--- config.mk ---
export PLATFORM = sky130hd
export DESIGN_NAME = steered_fifos
export DESIGN_NICKNAME = d
export VERILOG_FILES = /design/src/rtl/steered_fifos_pkg.sv /design/src/rtl/steered_fifo_slice.sv /design/src/rtl/steered_fifos.sv
export SDC_FILE = /design/constraint.sdc
export NUM_CORES = 1
export LEC_CHECK = 0
export CAP_MARGIN = 10
export CORE_ASPECT_RATIO = 1.1
export CORE_UTILIZATION = 45
export CTS_CLUSTER_DIAMETER = 60
export DETAILED_ROUTE_END_ITERATION = 7
export GPL_TIMING_DRIVEN = 0
export HOLD_SLACK_MARGIN = 0.08
export MAX_ROUTING_LAYER = met4
export PLACE_DENSITY = 0.65
export SETUP_SLACK_MARGIN = 0.2
export SYNTH_ARGS = -nofsm -noshare
export SYNTH_HDL_FRONTEND = slang
export SYNTH_SLANG_ARGS = --single-unit
--- constraint.sdc ---
create_clock -name clk -period 4.5 [get_ports clk]
set_clock_uncertainty 0.2 [all_clocks]
set_input_delay 0.9 -clock clk [delete_from_list [all_inputs] [get_ports clk]]
set_output_delay 0.9 -clock clk [all_outputs]
set_load 0.05 [all_outputs]
--- src/rtl/steered_fifos_pkg.sv ---
`default_nettype none
// ============================================================================
// Module      : steered_fifos_pkg
// Description : Shared helpers for the steered FIFO egress block.
//               - clog2: constant-function ceiling log2 used to size
//                 pointers, occupancies and the destination index.
//               - slice_lsb: packing helper.
//                 Slice i of a flat bus starts at bit i*width, the same
//                 layout that arbitrated_fifos uses.
//               - sat_room: true when a saturating counter may still
//                 increment.
//                 Both the drop and the error counter use it.
// Revision    : 1.0 - initial release
// ============================================================================
package steered_fifos_pkg;

    function automatic int clog2(input int value);
        int r;
        r = 0;
        while ((1 << r) < value) begin
            r = r + 1;
        end
        return r;
    endfunction

    function automatic int slice_lsb(input int idx, input int width);
        return idx * width;
    endfunction

    // Counters are compared in a 32-bit domain so that one function serves
    // any counter width up to 32 bits.
    function automatic logic sat_room(input logic [31:0] val, input logic [31:0] max_val);
        return (val < max_val);
    endfunction

endpackage : steered_fifos_pkg
`default_nettype wire

--- src/rtl/steered_fifo_slice.sv ---
`default_nettype none
// ============================================================================
// Module      : steered_fifo_slice
// Description : Single show-ahead FIFO of DEPTH entries.
//               The head word is presented combinationally from storage.
//               Ports:
//                 clk, rst   - clock; asynchronous active-low reset.
//                 wr_en      - write request, already qualified by the
//                              parent's acceptance logic.
//                 rd_en      - pop request.
//                              It is ignored while the FIFO is empty.
//                 data_in    - word to write.
//                 data_out   - head word.
//                              It is driven to 0 while the FIFO is empty.
//                 occupancy  - number of stored words (0..DEPTH).
//                 empty/full - derived from the registered occupancy.
// Revision    : 1.0 - initial release
// ============================================================================
module steered_fifo_slice
    import steered_fifos_pkg::*;
#(
    parameter  int WIDTH   = 8,
    parameter  int DEPTH   = 8,
    localparam int AW      = clog2(DEPTH),
    localparam int OCC_WID = AW + 1
) (
    input  logic               clk,
    input  logic               rst,
    input  logic               wr_en,
    input  logic               rd_en,
    input  logic [WIDTH-1:0]   data_in,
    output logic [WIDTH-1:0]   data_out,
    output logic [OCC_WID-1:0] occupancy,
    output logic               empty,
    output logic               full
);

    localparam logic [OCC_WID-1:0] c_depth = OCC_WID'(DEPTH);

    logic [WIDTH-1:0]   r_mem [DEPTH];
    logic [AW-1:0]      r_wr_ptr;
    logic [AW-1:0]      r_rd_ptr;
    logic [OCC_WID-1:0] r_occ;

    logic w_empty;
    logic w_full;
    logic w_do_rd;
    logic w_do_wr;

    assign w_empty = (r_occ == '0);
    assign w_full  = (r_occ == c_depth);

    // A pop on an empty FIFO is ignored even when a push arrives in the
    // same cycle: the new word is simply written.
    assign w_do_rd = rd_en & ~w_empty;
    // A write into a full FIFO is only legal alongside an effective pop.
    assign w_do_wr = wr_en & (~w_full | w_do_rd);

    // Storage is not reset; the head output is masked while empty instead.
    always_ff @(posedge clk) begin
        if (w_do_wr) begin
            r_mem[r_wr_ptr] <= data_in;
        end
    end

    // DEPTH is a power of two, so the pointers wrap naturally.
    always_ff @(posedge clk or negedge rst) begin
        if (!rst) begin
            r_wr_ptr <= '0;
            r_rd_ptr <= '0;
            r_occ    <= '0;
        end else begin
            if (w_do_wr) begin
                r_wr_ptr <= r_wr_ptr + AW'(1);
            end
            if (w_do_rd) begin
                r_rd_ptr <= r_rd_ptr + AW'(1);
            end
            case ({w_do_wr, w_do_rd})
                2'b10:   r_occ <= r_occ + OCC_WID'(1);
                2'b01:   r_occ <= r_occ - OCC_WID'(1);
                default: r_occ <= r_occ;
            endcase
        end
    end

    assign data_out  = w_empty ? '0 : r_mem[r_rd_ptr];
    assign occupancy = r_occ;
    assign empty     = w_empty;
    assign full      = w_full;

endmodule : steered_fifo_slice
`default_nettype wire

--- src/rtl/steered_fifos.sv ---
`default_nettype none
// ============================================================================
// Module      : steered_fifos
// Description : Steers one input stream into NUM_REQS show-ahead FIFOs.
//               The target FIFO is selected by a destination index, and
//               each FIFO is drained independently.
//               Ports:
//                 clk, rst        - clock; asynchronous active-low reset.
//                 push/dest/data_in
//                                 - input word, its valid and its
//                                   destination index.
//                 in_ready        - the FIFO selected by dest accepts a
//                                   push this cycle.
//                                   It is combinational from dest, full
//                                   and pop.
//                 pop             - per-FIFO pop request.
//                 empty/full      - per-FIFO flags.
//                 flat_data_out   - head word of FIFO i at slice i*WIDTH.
//                 flat_occupancy  - entry count of FIFO i at slice
//                                   i*OCC_WID.
//                 drop_cnt        - saturating count of pushes refused by a
//                                   full FIFO.
//                 err_cnt         - saturating count of pushes with
//                                   dest >= NUM_REQS.
// Revision    : 1.0 - initial release
// ============================================================================
module steered_fifos
    import steered_fifos_pkg::*;
#(
    parameter  int NUM_REQS = 4,
    parameter  int WIDTH    = 8,
    parameter  int DEPTH    = 8,
    parameter  int CNT_WID  = 8,
    localparam int DEST_WID = (clog2(NUM_REQS) < 1) ? 1 : clog2(NUM_REQS),
    localparam int OCC_WID  = clog2(DEPTH) + 1
) (
    input  logic                         clk,
    input  logic                         rst,
    input  logic                         push,
    input  logic [DEST_WID-1:0]          dest,
    input  logic [WIDTH-1:0]             data_in,
    output logic                         in_ready,
    input  logic [NUM_REQS-1:0]          pop,
    output logic [NUM_REQS-1:0]          empty,
    output logic [NUM_REQS-1:0]          full,
    output logic [NUM_REQS*WIDTH-1:0]    flat_data_out,
    output logic [NUM_REQS*OCC_WID-1:0]  flat_occupancy,
    output logic [CNT_WID-1:0]           drop_cnt,
    output logic [CNT_WID-1:0]           err_cnt
);

    localparam logic [DEST_WID:0] c_num_reqs = (DEST_WID + 1)'(NUM_REQS);
    localparam logic [31:0]       c_cnt_max  = 32'((64'd1 << CNT_WID) - 64'd1);

    logic                w_dest_valid;
    logic [NUM_REQS-1:0] w_sel;
    logic [NUM_REQS-1:0] w_wr_en;
    logic                w_sel_full;
    logic                w_sel_pop;
    logic                w_drop;
    logic                w_err;

    // The extra MSB keeps the compare correct when NUM_REQS == 2**DEST_WID.
    assign w_dest_valid = ({1'b0, dest} < c_num_reqs);

    generate
        for (genvar i = 0; i < NUM_REQS; i++) begin : g_fifo
            assign w_sel[i]   = w_dest_valid & (dest == DEST_WID'(i));
            assign w_wr_en[i] = push & w_sel[i] & (~full[i] | pop[i]);

            steered_fifo_slice #(
                .WIDTH (WIDTH),
                .DEPTH (DEPTH)
            ) u_slice (
                .clk       (clk),
                .rst       (rst),
                .wr_en     (w_wr_en[i]),
                .rd_en     (pop[i]),
                .data_in   (data_in),
                .data_out  (flat_data_out[slice_lsb(i, WIDTH) +: WIDTH]),
                .occupancy (flat_occupancy[slice_lsb(i, OCC_WID) +: OCC_WID]),
                .empty     (empty[i]),
                .full      (full[i])
            );
        end
    endgenerate

    // One-hot select, so OR-reduction picks the addressed FIFO's flags
    // without an out-of-range index when dest >= NUM_REQS.
    assign w_sel_full = |(w_sel & full);
    assign w_sel_pop  = |(w_sel & pop);
    assign in_ready   = w_dest_valid & (~w_sel_full | w_sel_pop);

    assign w_drop = push & w_dest_valid & ~in_ready;
    assign w_err  = push & ~w_dest_valid;

    always_ff @(posedge clk or negedge rst) begin
        if (!rst) begin
            drop_cnt <= '0;
            err_cnt  <= '0;
        end else begin
            if (w_drop && sat_room(32'(drop_cnt), c_cnt_max)) begin
                drop_cnt <= drop_cnt + CNT_WID'(1);
            end
            if (w_err && sat_room(32'(err_cnt), c_cnt_max)) begin
                err_cnt <= err_cnt + CNT_WID'(1);
            end
        end
    end

endmodule : steered_fifos
`default_nettype wire

* After elaboration in Yosys (flattened, before gate mapping)
Memory sizes are Yosys's and may differ from the RTL's.
Cells that the tools add are included.
** Cells by class
- Add/subtract/negate cells :: 17
- Order comparisons :: 1
- Equal/unequal tests :: 15
- Muxes and demuxes :: 16
- Bitwise gates (word level) :: 38
- Reduce and logical (&&, ||, !) cells :: 12
** Operator list (count)
- two-way mux 8 bit :: 4
- one-hot mux 4 bit (2 select lines) :: 4
- adder 3 x 1 -> 3 bit, second input constant :: 8
- AND 1 bit :: 17
- adder 4 x 1 -> 4 bit, second input constant :: 4
- == test 4 bit, second input constant :: 4
- zero test 4 bit :: 4
- subtractor 4 x 1 -> 4 bit, second input constant :: 4
- == test 2 bit, second input constant :: 6
- == test 2 x 1 -> 1 bit, second input constant :: 5
- inverter 1 bit :: 10
- OR 1 bit :: 9
- adder 8 x 1 -> 8 bit, second input constant :: 1
- AND 4 bit :: 2
- less-than comparator 8 bit, second input constant :: 1
- two-way mux 1 bit :: 8
- nonzero test 2 bit :: 4
- OR reduction 4 bit :: 2
- zero test 2 bit :: 1
- logical AND 1 bit :: 1
** Storage, ports and cells
- Register bits after elaboration :: 48
- Memory bits (writable) :: 256
- Bits of input ports :: 17
- Output and inout port bits :: 73
- Word-level logic and storage cells :: 116
- Memories kept :: 4
** Memories
- g_fifo[0].u_slice.r_mem :: depth 8, width 8, rd ports 1, clocked after memory_dff 0, write ports 1, RTL line steered_fifo_slice.sv:40 : logic [WIDTH-1:0] r_mem [DEPTH];
- g_fifo[1].u_slice.r_mem :: depth 8, width 8, rd ports 1, clocked after memory_dff 0, write ports 1, RTL line steered_fifo_slice.sv:40
- g_fifo[2].u_slice.r_mem :: depth 8, width 8, rd ports 1, clocked after memory_dff 0, write ports 1, RTL line steered_fifo_slice.sv:40
- g_fifo[3].u_slice.r_mem :: depth 8, width 8, rd ports 1, clocked after memory_dff 0, write ports 1, RTL line steered_fifo_slice.sv:40

* Longest topological paths before layout
Gate-level depths: netlist of run 1.
- Word-level depth :: 8
- Mapped depth :: 12

* Modules after synthesis
A second synthesis of run 1 with hierarchy kept.
** Unflattened totals
- Cell total of the unflattened synthesis :: 786
- Area, all modules :: 13252.7 um2
** Modules (own cells, without submodules)
- steered_fifo_slice :: times used 4, cells each 182, area an instance 3165.5 um2, sequential area each 2172.1 um2
- steered_fifos :: times used 1, cells each 58, area an instance 590.6 um2, sequential area each 200.2 um2

* Least setup slack after synthesis of run 1
Ideal clock, no wire load.
- Path kind :: input -> output
- Start point :: in dest[0]
- End point :: out in_ready
- Arrival time :: 2.266 ns
- Data required time :: 3.400 ns
- Setup slack :: 1.134 ns
- Stages :: 5
- Cell sequence :: clkbuf_1 -> nor3b_2 -> or4_4 -> buf_6 -> nand2_1
** On the way
- Longest elaborated chain between the ends :: 5
** RTL lines
- start: declaration :: RTL line steered_fifos.sv:40 : input logic [DEST_WID-1:0] dest,
- == test 2 x 1 -> 1 bit (tied with other cells) :: RTL line steered_fifos.sv:68 : assign w_sel[i] = w_dest_valid & (dest == DEST_WID'(i));
- AND 4 bit :: RTL line steered_fifos.sv:90 : assign w_sel_full = |(w_sel & full);
- OR reduction 4 bit :: RTL line steered_fifos.sv:90
- inverter 1 bit :: RTL line steered_fifos.sv:92 : assign in_ready = w_dest_valid & (~w_sel_full | w_sel_pop);
- OR 1 bit * :: RTL line steered_fifos.sv:92
- end: declaration :: RTL line steered_fifos.sv:42 : output logic in_ready,
Mark *: on every way between the ends. The rest lies on a longest branch, timed or not.

* Worst setup path after layout of run 1
- Start point :: reg g_fifo[2].u_slice.r_rd_ptr[0]
- End point :: out flat_data_out[23]
** On the way
- Longest elaborated chain between the ends :: 2
** RTL lines
- start: declaration :: RTL line steered_fifo_slice.sv:42 : logic [AW-1:0] r_rd_ptr;
- start signal: assignment :: RTL line steered_fifo_slice.sv:77 : r_rd_ptr <= r_rd_ptr + AW'(1);
- memory (8 x 8 bit)
- two-way mux 8 bit :: RTL line steered_fifo_slice.sv:87 : assign data_out = w_empty ? '0 : r_mem[r_rd_ptr];
- end: declaration :: RTL line steered_fifos.sv:46 : output logic [NUM_REQS*WIDTH-1:0] flat_data_out,
Every way passes these cells.

==> metrics, run 1 <==
fin cells 1247; placed cell count 1182; Crit. End Element primary output; Initial Util 45.8%; top-area cell type share of the netlist area 60.4%; Post-synth EDFFs 256; initial antenna violation count 0; worst hold path type in2async; die area 28900 µm²; YS warnings 0; Mapped Avg Cell Area 17.6 µm²; Area Growth Syn to Fin 20.6%; period utilisation layout 92.4%; Worst path max stage delay 750 ps; RSZ-0062 raised after global routing true; Worst Setup SP g_fifo[2].u_slice.r_rd_ptr[0]$_DFFE_PN0P_; most frequent cells in the layout edfxtp_1, nor2_1, mux4_2, clkdlybuf4s50_1, dfrtp_1; WL per Instance 19.3 µm; Pint 6680 µW; Synth area leader edfxtp_1; Crit Path Category reg2out; CP startpoint kind flop; Routability Congestion 0.756; leakage power 0.00561 µW; max-slew violations 0; GR Overflow Total 0; DR vias/cell 5.20; Core ar. 27800 µm²; clock power share 25.9%; H-tree Lvls 1; global-route wire length before repair 37100 µm; Max clock buf depth 3; setup violators final 0; Critical Path AT 3060 ps; drt first pass iters 4; power per cell area 687 nW/µm²; final hold vios 0; Slowest-stage cell, CP clkdlybuf4s50_1; PortBufs 80; final hold slack 106 ps; vias in the first global route 6397; DRC viols 0; cts hold-fix bufs 0; Mapped Cells 724; Antenna Cells 0; synth top area cells edfxtp_1, mux4_2, dfrtp_1, mux2i_1, ha_1; layout cells sized above 1 21.4%; switch share 36.7%; clock sinks 304; Fmax 240 MHz; Final #Nets 899; Initial DRC Count 427; die width 162 µm; worst r2r src g_fifo[2].u_slice.occupancy[1]$_DFFE_PN0P_; combinational share of power 40.2%; P_sw 3870 µW; status complete, no violations; synthesis-stage register bit count 304; final-layout fill cell count 2144; post-synthesis sequential area ratio 69.9%; Synth cell types 50; Clock transition at path regs 70 ps; Worst Max-Slew Pin Slew 1120 ps; ys async rst share 15.8%; wirelength, routed 24100 µm; Max Cap Violations 0; largest net degree at the start of global routing 33; Sequential Power Share 33.8%; via count 6486; CP required 3400 ps; Post-Syn Area 12700 µm²; slew margin rel. 25.4%; CTS Root Cell clkbuf_16; # IOs 90; crit path max fanout 10; DP Wirelength 15800 µm; GRT Total Usage 17.7%; Final Critical Period 4160 ps; TritonCTS clock tree built; cts bufs inserted 30; # rows 64; Synth Flop Type edfxtp_1; critical path cell sequence buf_2, clkbuf_4, mux4_2, mux2i_1, nor2_1, clkdlybuf4s50_1; peak supply drop 0.497 mV; Antenna Nets Post-Route 0; worst-skew pair later-pin latency 550 ps; commonest non-fill, non-tap cell in the layout edfxtp_1; Die Y 178 µm
-- per-stage QoR --
step | utilization (%) | worst slack [ps] | setup TNS [ps] | instance area (µm²) | power [µW]
4_1_cts | 54.6 | 204 | 0 | 15200 | 10700
6_report | 55.2 | 341 | 0 | 15300 | 10500
3_5_place_dp | 50.6 | -65.7 | -65.7 | 14100 | 7950
5_1_grt | 55.2 | 159 | 0 | 15300 | 11000
3_3_place_gp | 50.4 | -58.6 | -58.6 | 14000 | 7910
2_1_floorplan | - | 1130 | 0 | 12700 | 6700
-- final timing paths --
check	endpoint	slack [ps]	depth (start not counted)
worst min register to register	g_fifo[1].u_slice.occupancy[3]$_DFFE_PN0P_	330	1
worst min-delay path	g_fifo[1].u_slice.occupancy[1]$_DFFE_PN0P_	110	1
worst max-delay path	flat_data_out[23]	340	6
min in group clk	g_fifo[1].u_slice.occupancy[3]$_DFFE_PN0P_	330	1
worst max register to register	g_fifo[2].u_slice.occupancy[2]$_DFFE_PN0P_	1180	10
max in group asynchronous	g_fifo[2].u_slice.occupancy[2]$_DFFE_PN0P_	3440	2
-- layout make-up --
cell class | instances | area [µm²] | share of cell area [%]
flip-flops and latches | 304 | 8890 | 57.9
multi-input cells | 373 | 3570 | 23.3
repair buffers | 98 | 1020 | 6.64
clock buffers | 33 | 762 | 4.97
well taps | 363 | 454 | 2.96
clock inverters | 22 | 333 | 2.17
plain buffers | 45 | 282 | 1.83
inverters | 9 | 33.8 | 0.220
-- registers in the layout (all words and copies together), names as in the netlist --
name	cells
g_fifo.u_slice.r_rd_ptr	12
g_fifo.u_slice.r_wr_ptr	12
g_fifo.u_slice.r_mem	256
g_fifo.u_slice.occupancy	16
drop_cnt	8
-- power by group through the flow --
stage          logic [µW]  registers (µW)  clock network [µW]
3_5_place_dp         4330            3630                   0
2_1_floorplan        2830            3860                   0
5_1_grt              4530            3610                2890
3_3_place_gp         4300            3620                   0
6_report             4240            3570                2730
4_1_cts              4300            3570                2790
-- critical path: cells and delay by family (launching register included) --
kind / cells / cell delay (ps)
simple gates: 1 / 60
buf+inv: 3 / 1390
flops: 1 / 340
mux: 2 / 710
-- cells by family after synthesis --
family	Yosys count	synth area share [%]
AOI/OAI and AO/OA	18	0.895
xor gates and xnor gates	37	2.55
adders and majority gates	21	2.07
buffers and inverters	54	2.37
DFF	304	69.9
muxes	112	15.3
other	1	0.0295
and+or+nand+nor	177	6.96
-- cell usage after synthesis (2+ instances only) --
cell / count
o21ai_0: 2
buf_1: 8
mux2i_1: 36
mux4_2: 64
nand4_1: 5
edfxtp_1: 256
mux2_2: 6
ha_1: 21
xnor2_1: 15
buf_6: 2
or4b_4: 2
nand3b_1: 2
nor2_1: 68
dfrtp_1: 48
nand3_1: 4
mux2_1: 5
xor2_1: 22
nor4_2: 4
inv_1: 7
and3_4: 2
and3_1: 3
nand2b_1: 13
nor2b_1: 8
clkbuf_1: 6
a22oi_1: 2
a21oi_1: 8
buf_2: 10
nor3_1: 13
buf_4: 19
nand2_1: 43
-- routing by layer --
layer,routed length (µm),track usage (%),vias up
li1,-,-,3039
met5,0,-,-
met1,10800,24.2,3283
met4,421,4.99,0
met3,967,1.79,33
met2,11800,28.4,131
-- what timing repair did --
action	CTS	global route
pin swaps	0	0
resized for setup	15	20
buffers inserted	0	0
hold endpoints to repair	0	0
setup endpoints to repair	32	22
Power figures use the tool's default switching activity.
==> run 2: changes to the inputs <==
Settings changed: PLACE_DENSITY 0.65 to 0.67.
Clock period 4.5 ns to 3.5 ns, I/O delays scaled along.
==> run 2 against run 1 <==
Against the previous run:
- sequential power up 29%
- largest cell class unchanged
- final cell count increased by 0.48%
- worst hold slack better by 220 ps
- utilization is 0.61 points lower
- critical path depth up 1
- wire length shrank 0.43%
- largest power group unchanged
- critical path type is now in2out
- sequential share of layout area is 0.66 points higher
==> metrics, run 2 (same netlist as run 1, synthesis figures left out) <==
status complete, no violations; RSZ-0062 raised after global routing true; slew margin rel. 24.2%; PortBufs 80; Routability Congestion 0.748; via count 6541; Worst Setup SP dest[1]; total negative setup slack 0 ps; most frequent cells in the layout edfxtp_1, nor2_1, mux4_2, dfrtp_1; vias in the first global route 6540; Crit Path Category in2out; commonest non-fill, non-tap cell in the layout edfxtp_1; DP Wirelength 15500 µm; layout cells sized above 1 26.6%; CP required 2600 ps; CP startpoint kind input pin; Critical Path AT 2370 ps; Antenna Nets Post-Route 0; drt first pass iters 4; max FFs per register 256; cts bufs inserted 29; dpl cell area 14100 µm²; clock sinks 304; # rows 64; leakage power 0.00548 µW; die width 162 µm; WL per Instance 19.1 µm; H-tree Lvls 1; Final #Nets 908; Area Growth Syn to Fin 19.3%; worst r2r src g_fifo[1].u_slice.occupancy[1]$_DFFE_PN0P_; wirelength, routed 24000 µm; power per cell area 855 nW/µm²; final hold slack 329 ps; peak supply drop 0.558 mV; Final Critical Period 3270 ps; Crit. End Element primary output; hold path depth 2; Worst Max-Slew Pin Slew 1130 ps; initial antenna violation count 0; GRT Total Usage 17.7%; largest net degree at the start of global routing 33; global-route wire length before repair 37500 µm; CTS Root Cell clkbuf_16; DRC viols 0; R2R Path End g_fifo[1].u_slice.occupancy[2]$_DFFE_PN0P_; worst hold path type reg2reg; # IOs 90; GR Overflow Total 0; Core ar. 27800 µm²; Initial Util 45.8%; crit path max fanout 10; Max Cap Violations 0; worst-skew pair later-pin latency 540 ps; Die Y 178 µm; DR vias/cell 5.22; period utilisation layout 93.5%; Reg2Reg Setup Slack 560 ps; Max clock buf depth 3; Initial DRC Count 398; Antenna Cells 0; die area 28900 µm²; Pwr Total 13000 µW; setup violators final 0; worst reg2reg path depth 11; final hold vios 0; Fmax 305 MHz; max-slew violations 0; TritonCTS clock tree built; fin area 15200 µm²; crit path capture in_ready; Clock transition at path regs 60 ps; Reg with most FFs g_fifo.u_slice.r_mem
[run 2: cell types whose count changed in the layout (fill, tap and decap cells not counted), sizes merged, moves of 2 or more]
cell	before	now
dlymetal6s2s	15	0
clkbuf	43	48
bufinv	8	1
clkinvlp	3	1
inv	10	8
dlygate4sd2	10	4
buf	54	97
clkdlybuf4s50	54	42
[run 2: where the power goes]
part | switching [µW] | internal, µW
Combinational | 3370 | 2090
Clock | 1260 | 1630
Sequential | 334 | 4290
Total | 4960 | 8010
[run 2: what timing repair did]
| item | CTS | global route |
|---|---|---|
| hold buffers | 1 | 0 |
| gates resized for setup | 200 | 21 |
| endpoints found under the setup margin | 68 | 23 |
| buffers inserted | 5 | 6 |
| hold endpoints to repair | 16 | 0 |
| pin swaps | 6 | 3 |
[run 2: worst min path at each step]
| stage | start | end | slack (ps) |
|---|---|---|---|
| after floorplan | rst | drop_cnt[0]$_DFFE_PN0P_ | 200 |
| final | g_fifo[2].u_slice.r_wr_ptr[0]$_DFFE_PN0P_ | g_fifo[2].u_slice.r_wr_ptr[0]$_DFFE_PN0P_ | 330 |
| after detailed placement | g_fifo[2].u_slice.r_wr_ptr[0]$_DFFE_PN0P_ | g_fifo[2].u_slice.r_wr_ptr[0]$_DFFE_PN0P_ | 320 |
| after global routing | drop_cnt[3]$_DFFE_PN0P_ | drop_cnt[3]$_DFFE_PN0P_ | 340 |
| after global placement | g_fifo[3].u_slice.r_wr_ptr[0]$_DFFE_PN0P_ | g_fifo[3].u_slice.r_wr_ptr[0]$_DFFE_PN0P_ | 300 |
| after CTS | drop_cnt[3]$_DFFE_PN0P_ | drop_cnt[3]$_DFFE_PN0P_ | 330 |
[run 2: per-stage QoR]
step	worst slack, ps	util [%]	instances
after CTS	8.20	53.8	1238
after detailed placement	-633	50.6	1181
after global routing	146	54.6	1253
after floorplan	449	-	731
after global placement	-626	50.4	1174
final	226	54.6	1253
[run 2: layout make-up]
| cell class | count | area (µm²) |
|---|---|---|
| Fill cell | 2202 | 12600 |
| Timing Repair Buffer | 108 | 926 |
| Clock inverter | 12 | 83.8 |
| Buffer | 45 | 357 |
| Multi-Input combinational cell | 373 | 3650 |
| Inverter | 9 | 33.8 |
| Sequential cell | 304 | 8890 |
| Tap cell | 363 | 454 |
| Clock buffer | 39 | 783 |
[run 2: layer usage]
metal / vias to the layer above / GRT usage (%) / wire length, µm
met1: 3317 / 23.8 / 10500
met4: 0 / 4.68 / 367
li1: 3055 / - / -
met2: 139 / 28.8 / 12100
met3: 30 / 1.79 / 996
met5: - / - / 0
[run 2: critical path, stage by stage]
cell	delay, ps
clkdlybuf4s50_1	420
clkbuf_4	200
nor3b_4	180
or4_4	530
buf_6	140
nand2_4	50
buf_8	140
